File: config.mk
export PLATFORM = sky130hd
export DESIGN_NAME = sprite_queue
export DESIGN_NICKNAME = d
export VERILOG_FILES = /design/src/rtl/sprite_queue.sv
export SDC_FILE = /design/constraint.sdc
export NUM_CORES = 2
export LEC_CHECK = 0
export CAP_MARGIN = 20
export CORE_UTILIZATION = 45
export CTS_BUF_LIST = sky130_fd_sc_hd__clkbuf_8
export CTS_CLUSTER_DIAMETER = 40
export DETAILED_ROUTE_END_ITERATION = 16
export DONT_BUFFER_PORTS = 1
export SLEW_MARGIN = 20
export SYNTH_ARGS = -nofsm -noshare
export SYNTH_HDL_FRONTEND = slang
export SYNTH_SLANG_ARGS = --single-unit
File: constraint.sdc
create_clock -name clock -period 7.85 [get_ports clock]
set_input_delay 1.57 -clock clock [delete_from_list [all_inputs] [get_ports clock]]
set_output_delay 1.57 -clock clock [all_outputs]
set_load 0.01 [all_outputs]
File: src/rtl/sprite_queue.sv
// sprite_queue: a FIFO of sprite draw commands that releases them to sprite_driver one
// frame at a time. The producer enqueues commands, and a commit pulse publishes them to
// the driver. Three pointers split the ring into two regions:
//   rd_ptr .. cm_ptr : entries the driver can see
//   cm_ptr .. wr_ptr : entries enqueued but not yet committed
// Each pointer carries one extra wrap bit, so a full ring can be told apart from an empty one.
module sprite_queue #(
    parameter int DEPTH   = 64,
    parameter int ID_W    = 8,
    parameter int COORD_W = 16,
    parameter int SCALE_W = 8
) (
    input  logic                    clock,
    input  logic                    reset,
    // producer side
    input  logic                    enq_valid,
    output logic                    enq_ready,
    input  logic [ID_W-1:0]         enq_id,
    input  logic [COORD_W-1:0]      enq_x,
    input  logic [COORD_W-1:0]      enq_y,
    input  logic [SCALE_W-1:0]      enq_scale,
    input  logic                    commit,
    input  logic                    flush,
    // driver side
    input  logic                    sprite_queue_dequeue,
    output logic                    sprite_queue_is_empty,
    output logic [ID_W-1:0]         sprite_queue_sprite_id,
    output logic [COORD_W-1:0]      sprite_queue_sprite_x,
    output logic [COORD_W-1:0]      sprite_queue_sprite_y,
    output logic [SCALE_W-1:0]      sprite_queue_sprite_scale,
    // status
    output logic [$clog2(DEPTH):0]  visible_count,
    output logic [$clog2(DEPTH):0]  pending_count,
    output logic                    overflow,
    output logic                    underflow,
    input  logic                    clear_status
);

    localparam int AW = $clog2(DEPTH);
    localparam int PW = AW + 1;

    typedef logic [PW-1:0] ptr_t;

    typedef struct packed {
        logic [ID_W-1:0]    id;
        logic [COORD_W-1:0] x;
        logic [COORD_W-1:0] y;
        logic [SCALE_W-1:0] scale;
    } entry_t;

    entry_t mem_q [DEPTH];

    ptr_t rd_ptr_q, rd_ptr_d;
    ptr_t cm_ptr_q, cm_ptr_d;
    ptr_t wr_ptr_q, wr_ptr_d;
    logic overflow_q, overflow_d;
    logic underflow_q, underflow_d;

    ptr_t   used;
    ptr_t   wr_ptr_adv;
    logic   full;
    logic   is_empty;
    logic   enq_fire;
    logic   deq_fire;
    entry_t head;

    // Status decoded from the registered pointers only, so a pop in the same cycle
    // does not free a slot for an enqueue until the following cycle.
    always_comb begin
        used       = wr_ptr_q - rd_ptr_q;
        full       = (used == ptr_t'(DEPTH));
        is_empty   = (rd_ptr_q == cm_ptr_q);
        enq_fire   = enq_valid && !full;
        deq_fire   = sprite_queue_dequeue && !is_empty;
        wr_ptr_adv = wr_ptr_q + ptr_t'(enq_fire);
    end

    // Next-state pointer and flag logic. Flush overrides every pointer move, and a
    // sticky flag set by an error in this cycle wins over clear_status.
    always_comb begin
        rd_ptr_d    = rd_ptr_q + ptr_t'(deq_fire);
        wr_ptr_d    = wr_ptr_adv;
        cm_ptr_d    = commit ? wr_ptr_adv : cm_ptr_q;
        overflow_d  = overflow_q;
        underflow_d = underflow_q;

        if (flush) begin
            rd_ptr_d = '0;
            cm_ptr_d = '0;
            wr_ptr_d = '0;
        end

        if (clear_status) begin
            overflow_d  = 1'b0;
            underflow_d = 1'b0;
        end
        if (enq_valid && full) begin
            overflow_d = 1'b1;
        end
        if (sprite_queue_dequeue && is_empty) begin
            underflow_d = 1'b1;
        end
    end

    // Pointer and flag registers with synchronous reset.
    always_ff @(posedge clock) begin
        // NOTE: non-blocking assignments for all sequential state, so every register
        // samples values from before the clock edge regardless of statement order.
        if (reset) begin
            rd_ptr_q    <= '0;
            cm_ptr_q    <= '0;
            wr_ptr_q    <= '0;
            overflow_q  <= 1'b0;
            underflow_q <= 1'b0;
        end else begin
            rd_ptr_q    <= rd_ptr_d;
            cm_ptr_q    <= cm_ptr_d;
            wr_ptr_q    <= wr_ptr_d;
            overflow_q  <= overflow_d;
            underflow_q <= underflow_d;
        end
    end

    // Command storage write port.
    always_ff @(posedge clock) begin
        // NOTE: storage has no reset. Slots are only read after they have been written,
        // so clearing them would cost a wide reset fan-out and buy nothing.
        if (enq_fire && !flush) begin
            mem_q[wr_ptr_q[AW-1:0]] <= '{id: enq_id, x: enq_x, y: enq_y, scale: enq_scale};
        end
    end

    // Show-ahead head and status outputs. The head data is a don't-care while the queue is empty.
    always_comb begin
        head                      = mem_q[rd_ptr_q[AW-1:0]];
        sprite_queue_sprite_id    = head.id;
        sprite_queue_sprite_x     = head.x;
        sprite_queue_sprite_y     = head.y;
        sprite_queue_sprite_scale = head.scale;
        sprite_queue_is_empty     = is_empty;
        enq_ready                 = !full;
        visible_count             = cm_ptr_q - rd_ptr_q;
        pending_count             = wr_ptr_q - cm_ptr_q;
        overflow                  = overflow_q;
        underflow                 = underflow_q;
    end

endmodule

# --- Word level (Yosys, flattened, before mapping) ---
# Memories as Yosys holds them, arrays and structs flattened. A register that Yosys moved wholly into a read port is not among the register bits.
# Cells that the tools add are included.
# Widths: inputs -> output; s select.
classes:
  addsub: 5
  n_eq_ne: 2
  n_mux: 6
  reduce_logical: 11
ops:
  columns: ["operator", "count"]
  rows:
  - ["$sub 7x7->7", 3]
  - ["$add 7x1->7", 2]
  - ["$eq 7x7->1", 1]
  - ["$eq 7x7->1 const B", 1]
  - ["$mux 6", 1]
  - ["$logic_and 1x1->1", 5]
  - ["$mux 1", 5]
  - ["$reduce_bool 2->1", 2]
  - ["$logic_not 1->1", 3]
  - ["$reduce_or 2->1", 1]
totals:
  register_bits: 23
  ramBits: 3072
  in_bits: 55
  out_inout_bits: 66
  elab_cells: 30
  memories: 1
memory_table:
  columns: ["name", "words", "width", "read_ports", "rd_clocked_by_memory_dff", "wr", "line_no", "source"]
  rows:
  - ["mem_q", 64, 48, 1, 1, 1, "51", "entry_t mem_q [DEPTH];"]

# --- Depth between registers and ports, before layout ---
depth:
  ltp_word: 7
  depth_mapped: 17
  mapped_depth_nobuf: 13

# --- Least setup slack after synthesis ---
# OpenSTA, ideal clock, no wires.
synth_path:
  path_kind: "register to register"
  startpoint: "reg rd_ptr_q[2]"
  endpoint: "mem mem_q[44][0] in the netlist's numbering (enable)"
  setup_ps: 574
  t_arrival_ps: 6996
  required_time_ps: 7276
  setup_slack_ps: 280
  stages_incl_launch_ff: 12
  n_path_buf: 4
  synth_period_minus_slack_ps: 7570
  cell_sequence: "dfxtp_1 -> inv_1 -> clkbuf_1 -> buf_1 -> ha_1 -> a2111oi_0 -> a21oi_1 -> xnor2_1 -> a2111oi_2 -> buf_2 -> buf_2 -> nor4_1"
synth_between:
  elab_chain_cells: 7
synth_lines:
  columns: ["element", "line_no", "source"]
  rows:
  - ["from (decl)", "53", "ptr_t rd_ptr_q, rd_ptr_d;"]
  - ["from (signal assigned)", "116", "rd_ptr_q <= rd_ptr_d;"]
  - ["$sub 7x7->7", "70", "used = wr_ptr_q - rd_ptr_q;"]
  - ["$eq 7x7->1", "71", "full = (used == ptr_t'(DEPTH));"]
  - ["$logic_not 1->1", "73", "enq_fire = enq_valid && !full;"]
  - ["$logic_and 1x1->1", "73", null]
  - ["$logic_and 1x1->1", "128", "if (enq_fire && !flush) begin"]
  - ["$mux 1", "128", null]
  - ["$mux 1 (not written as such)", "129", "mem_q[wr_ptr_q[AW-1:0]] <= '{id: enq_id, x: enq_x, y: enq_y, scale: enq_scale};"]
  - ["to (decl)", "51", null]
# No other way between the ends.

==> run metrics <==
EDFF count, synth=slightly above 3000; fin cells=~9400; hold_buf cts=0; H-Tree Level Count=6; top cells by area, synth=edfxtp_1, mux4_2, o22ai_1; Yosys top cell by area=edfxtp_1; Setup Skew=between 0.08 and 0.09 ns; Die Footprint=about 260000 um^2; Worst-path clk slew=~0.060 ns; CP Launch Type=register; I/O Pins=~120; # setup viols final=0; number of fill cells=roughly 20000; hold crit path type=reg2reg; Crit. End Element=primary output; cell area after synthesis=between 100000 and 150000 um^2; DPL Wire Length=204000 um; die width=roughly 510 um; post-synthesis async set-or-reset flop share=0; DIE HEIGHT=513 um; final worst slack=roughly 0.73 ns; max-slew violation count=0; Final Cycle Share=0.907; Final TNS setup=0 ns; CP arrival=around 5.6 ns; max_cap viols=0; relative slew slack=0.165; top-area cell type share of the netlist area=0.786; vias per cell=roughly 6.3; Seq/Total Area, Yosys=0.790; wire per inst=approximately 36 um; number of synthesized register bits=just over 3000; peak supply drop=approximately 0.13 mV; CTS max path bufs=4; Pre-antenna DRT Iters=5; total power divided by cell area=243 nW/um^2; share of layout cells above drive strength 1=0.288; CP Data Required Time=approximately 6.3 ns; area of the multi-input gates=between 20000 and 25000 um^2; run status=finished, final reports clean; worst slew pin tran=roughly 1.3 ns; Nets=5696; total track usage=0.258; first-pass GRT wire length=~470000 um; number of routed nets with antenna violations=0; area delta synth->final=12.7%; Worst Path Max Fanout=39; root buf cell=clkbuf_8; synth warn=0; crit path time final=around 7.1 ns; GP Congestion=0.950; Total Routed Length=around 340000 um; CTS Sinks=between 3000 and 4000; Detailed Route Iter0 Violations=between 8000 and 9000; Hold Startpoint=cm_ptr_q[2]; # rows=187; CTS tree=done; post-CTS resize count=0; Setup Fix Bufs, Post-CTS=0; core area=approximately 260000 um^2; area of all sequential standard cells=roughly 93000 um^2; initial antenna violation count=25; pre-CTS WS=~2 ns; remaining routing DRC violations=0; P_leak=40.3 nW; Inst Count DP=~8500; post-synth net total=~5200; Worst-Skew Late Latency=roughly 1.1 ns; most frequent cells in the layout=edfxtp_1, mux4_2, clkbuf_8; worst r2r dst=mem_q[48][29]; commonest non-fill, non-tap cell in the layout=edfxtp_1; worst setup path class=reg2out; CTS Buf Count=between 500 and 600; largest net degree at the start of global routing=105; count of different cell masters after synthesis=49; port bufs=0; Area after DPL=roughly 120000 um^2; RSZ-0062 raised after global routing=false; Fin. Hold Viols=0; Via Count=between 50000 and 60000; R2R depth=11; initial core utilization=0.452; Endpoint, Worst Hold=cm_ptr_q[2]; FF-to-FF setup slack=2.53 ns; Mapped Cells=5143; Congestion Overflow GR=0; Design Area, Final=around 130000 um^2; worst r2r src=rd_ptr_q[0]; Main synth FF type=edfxtp_1; Min Hold Slack=about 0.54 ns; FMAX=between 100 and 150 MHz; Worst Hold Depth=2; vias in the first global route=just under 60000; Syn Area/Cell=about 23 um^2
cell families (layout without fill, tap and decap cells):
group                      Yosys count  in the layout  share of synthesized area
DFF                               3095           3095                      0.790
and+or+nand+nor                    331            331                     0.0138
buffers and inverters              322           1159                     0.0132
adders and majority gates           24             24                    0.00269
AOI/OAI and AO/OA                  535            535                     0.0311
muxes                              812            812                      0.147
other                                0             25                          0
xor gates and xnor gates            24             24                    0.00179
flip-flops by register name, summed over array words and instances (netlist names):
signal and cells:
cm_ptr_q 7, mem_q 3072, overflow 1, rd_ptr_q 7
underflow 1, wr_ptr_q 7
worst max-delay path, stage by stage, from the launching register on:
cell	delay, ns
dfxtp_2	0.36
buf_4	0.53
inv_2	0.12
buf_4	0.32
nand3_2	0.57
buf_4	0.39
o22ai_1	0.13
nor4_1	0.61
nor2_1	0.31
a211oi_2	1.09
layout make-up:
| class | instances | area share |
|---|---|---|
| repair buffers | 238 | 0.0152 |
| diodes | 25 | 0.000473 |
| flip-flops and latches | 3095 | 0.701 |
| multi-input cells | 1726 | 0.180 |
| inverters | 24 | 0.000681 |
| clock inverters | 353 | 0.0140 |
| well taps | 3402 | 0.0322 |
| clock buffers | 544 | 0.0566 |
synth_stat cells, drive strengths merged, types with 7 or more instances:
cell type and count:
edfxtp 3072, clkbuf 130, xnor2 14, a2111oi 31
nand2 106, inv 24, buf 168, a211oi 34
a21oi 92, nand3 33, nor2b 9, o22ai 173
nor2 56, ha 22, mux2i 79, xor2 10
a221oi 29, a22oi 99, and3 7, o21ai 22
mux4 733, a22o 29, dfxtp 23, nor4 94
through the flow:
stage	power, mW	util
after global placement	19.3	0.473
after floorplan	19.1	-
after CTS	32.4	0.509
after detailed placement	19.3	0.473
after global routing	33.1	0.510
final	32.2	0.510
power by group:
group / total, mW / switching (mW) / internal, mW / leakage [nW]
sequential: 18.2 / 0.0122 / 18.2 / 27.8
combinational: 0.796 / 0.470 / 0.326 / 7.12
clock: 13.2 / 6.33 / 6.84 / 5.38
layer usage:
layer,vias up,part of all wire,global-route usage
met3,616,0.10,0.0573
met1,32000,0.40,0.369
met4,0,0.049,0.122
met2,3499,0.45,0.377
met5,-,0,0
li1,23200,-,-
worst max-delay path by stage:
| stage | startpoint | cells past startpoint | to | slack [ns] |
|---|---|---|---|---|
| after floorplan | rd_ptr_q[2] | 11 | mem_q[44][0] | 0.28 |
| after detailed placement | rd_ptr_q[0] | 6 | sprite_queue_sprite_x[15] | 1.96 |
| after CTS | rd_ptr_q[0] | 6 | sprite_queue_sprite_x[15] | 0.74 |
| after global placement | rd_ptr_q[2] | 9 | sprite_queue_sprite_y[3] | 1.58 |
| after global routing | rd_ptr_q[0] | 6 | sprite_queue_sprite_id[1] | 0.79 |
| final | rd_ptr_q[2] | 9 | sprite_queue_sprite_scale[2] | 0.73 |
(Power assumes the default switching activity.)
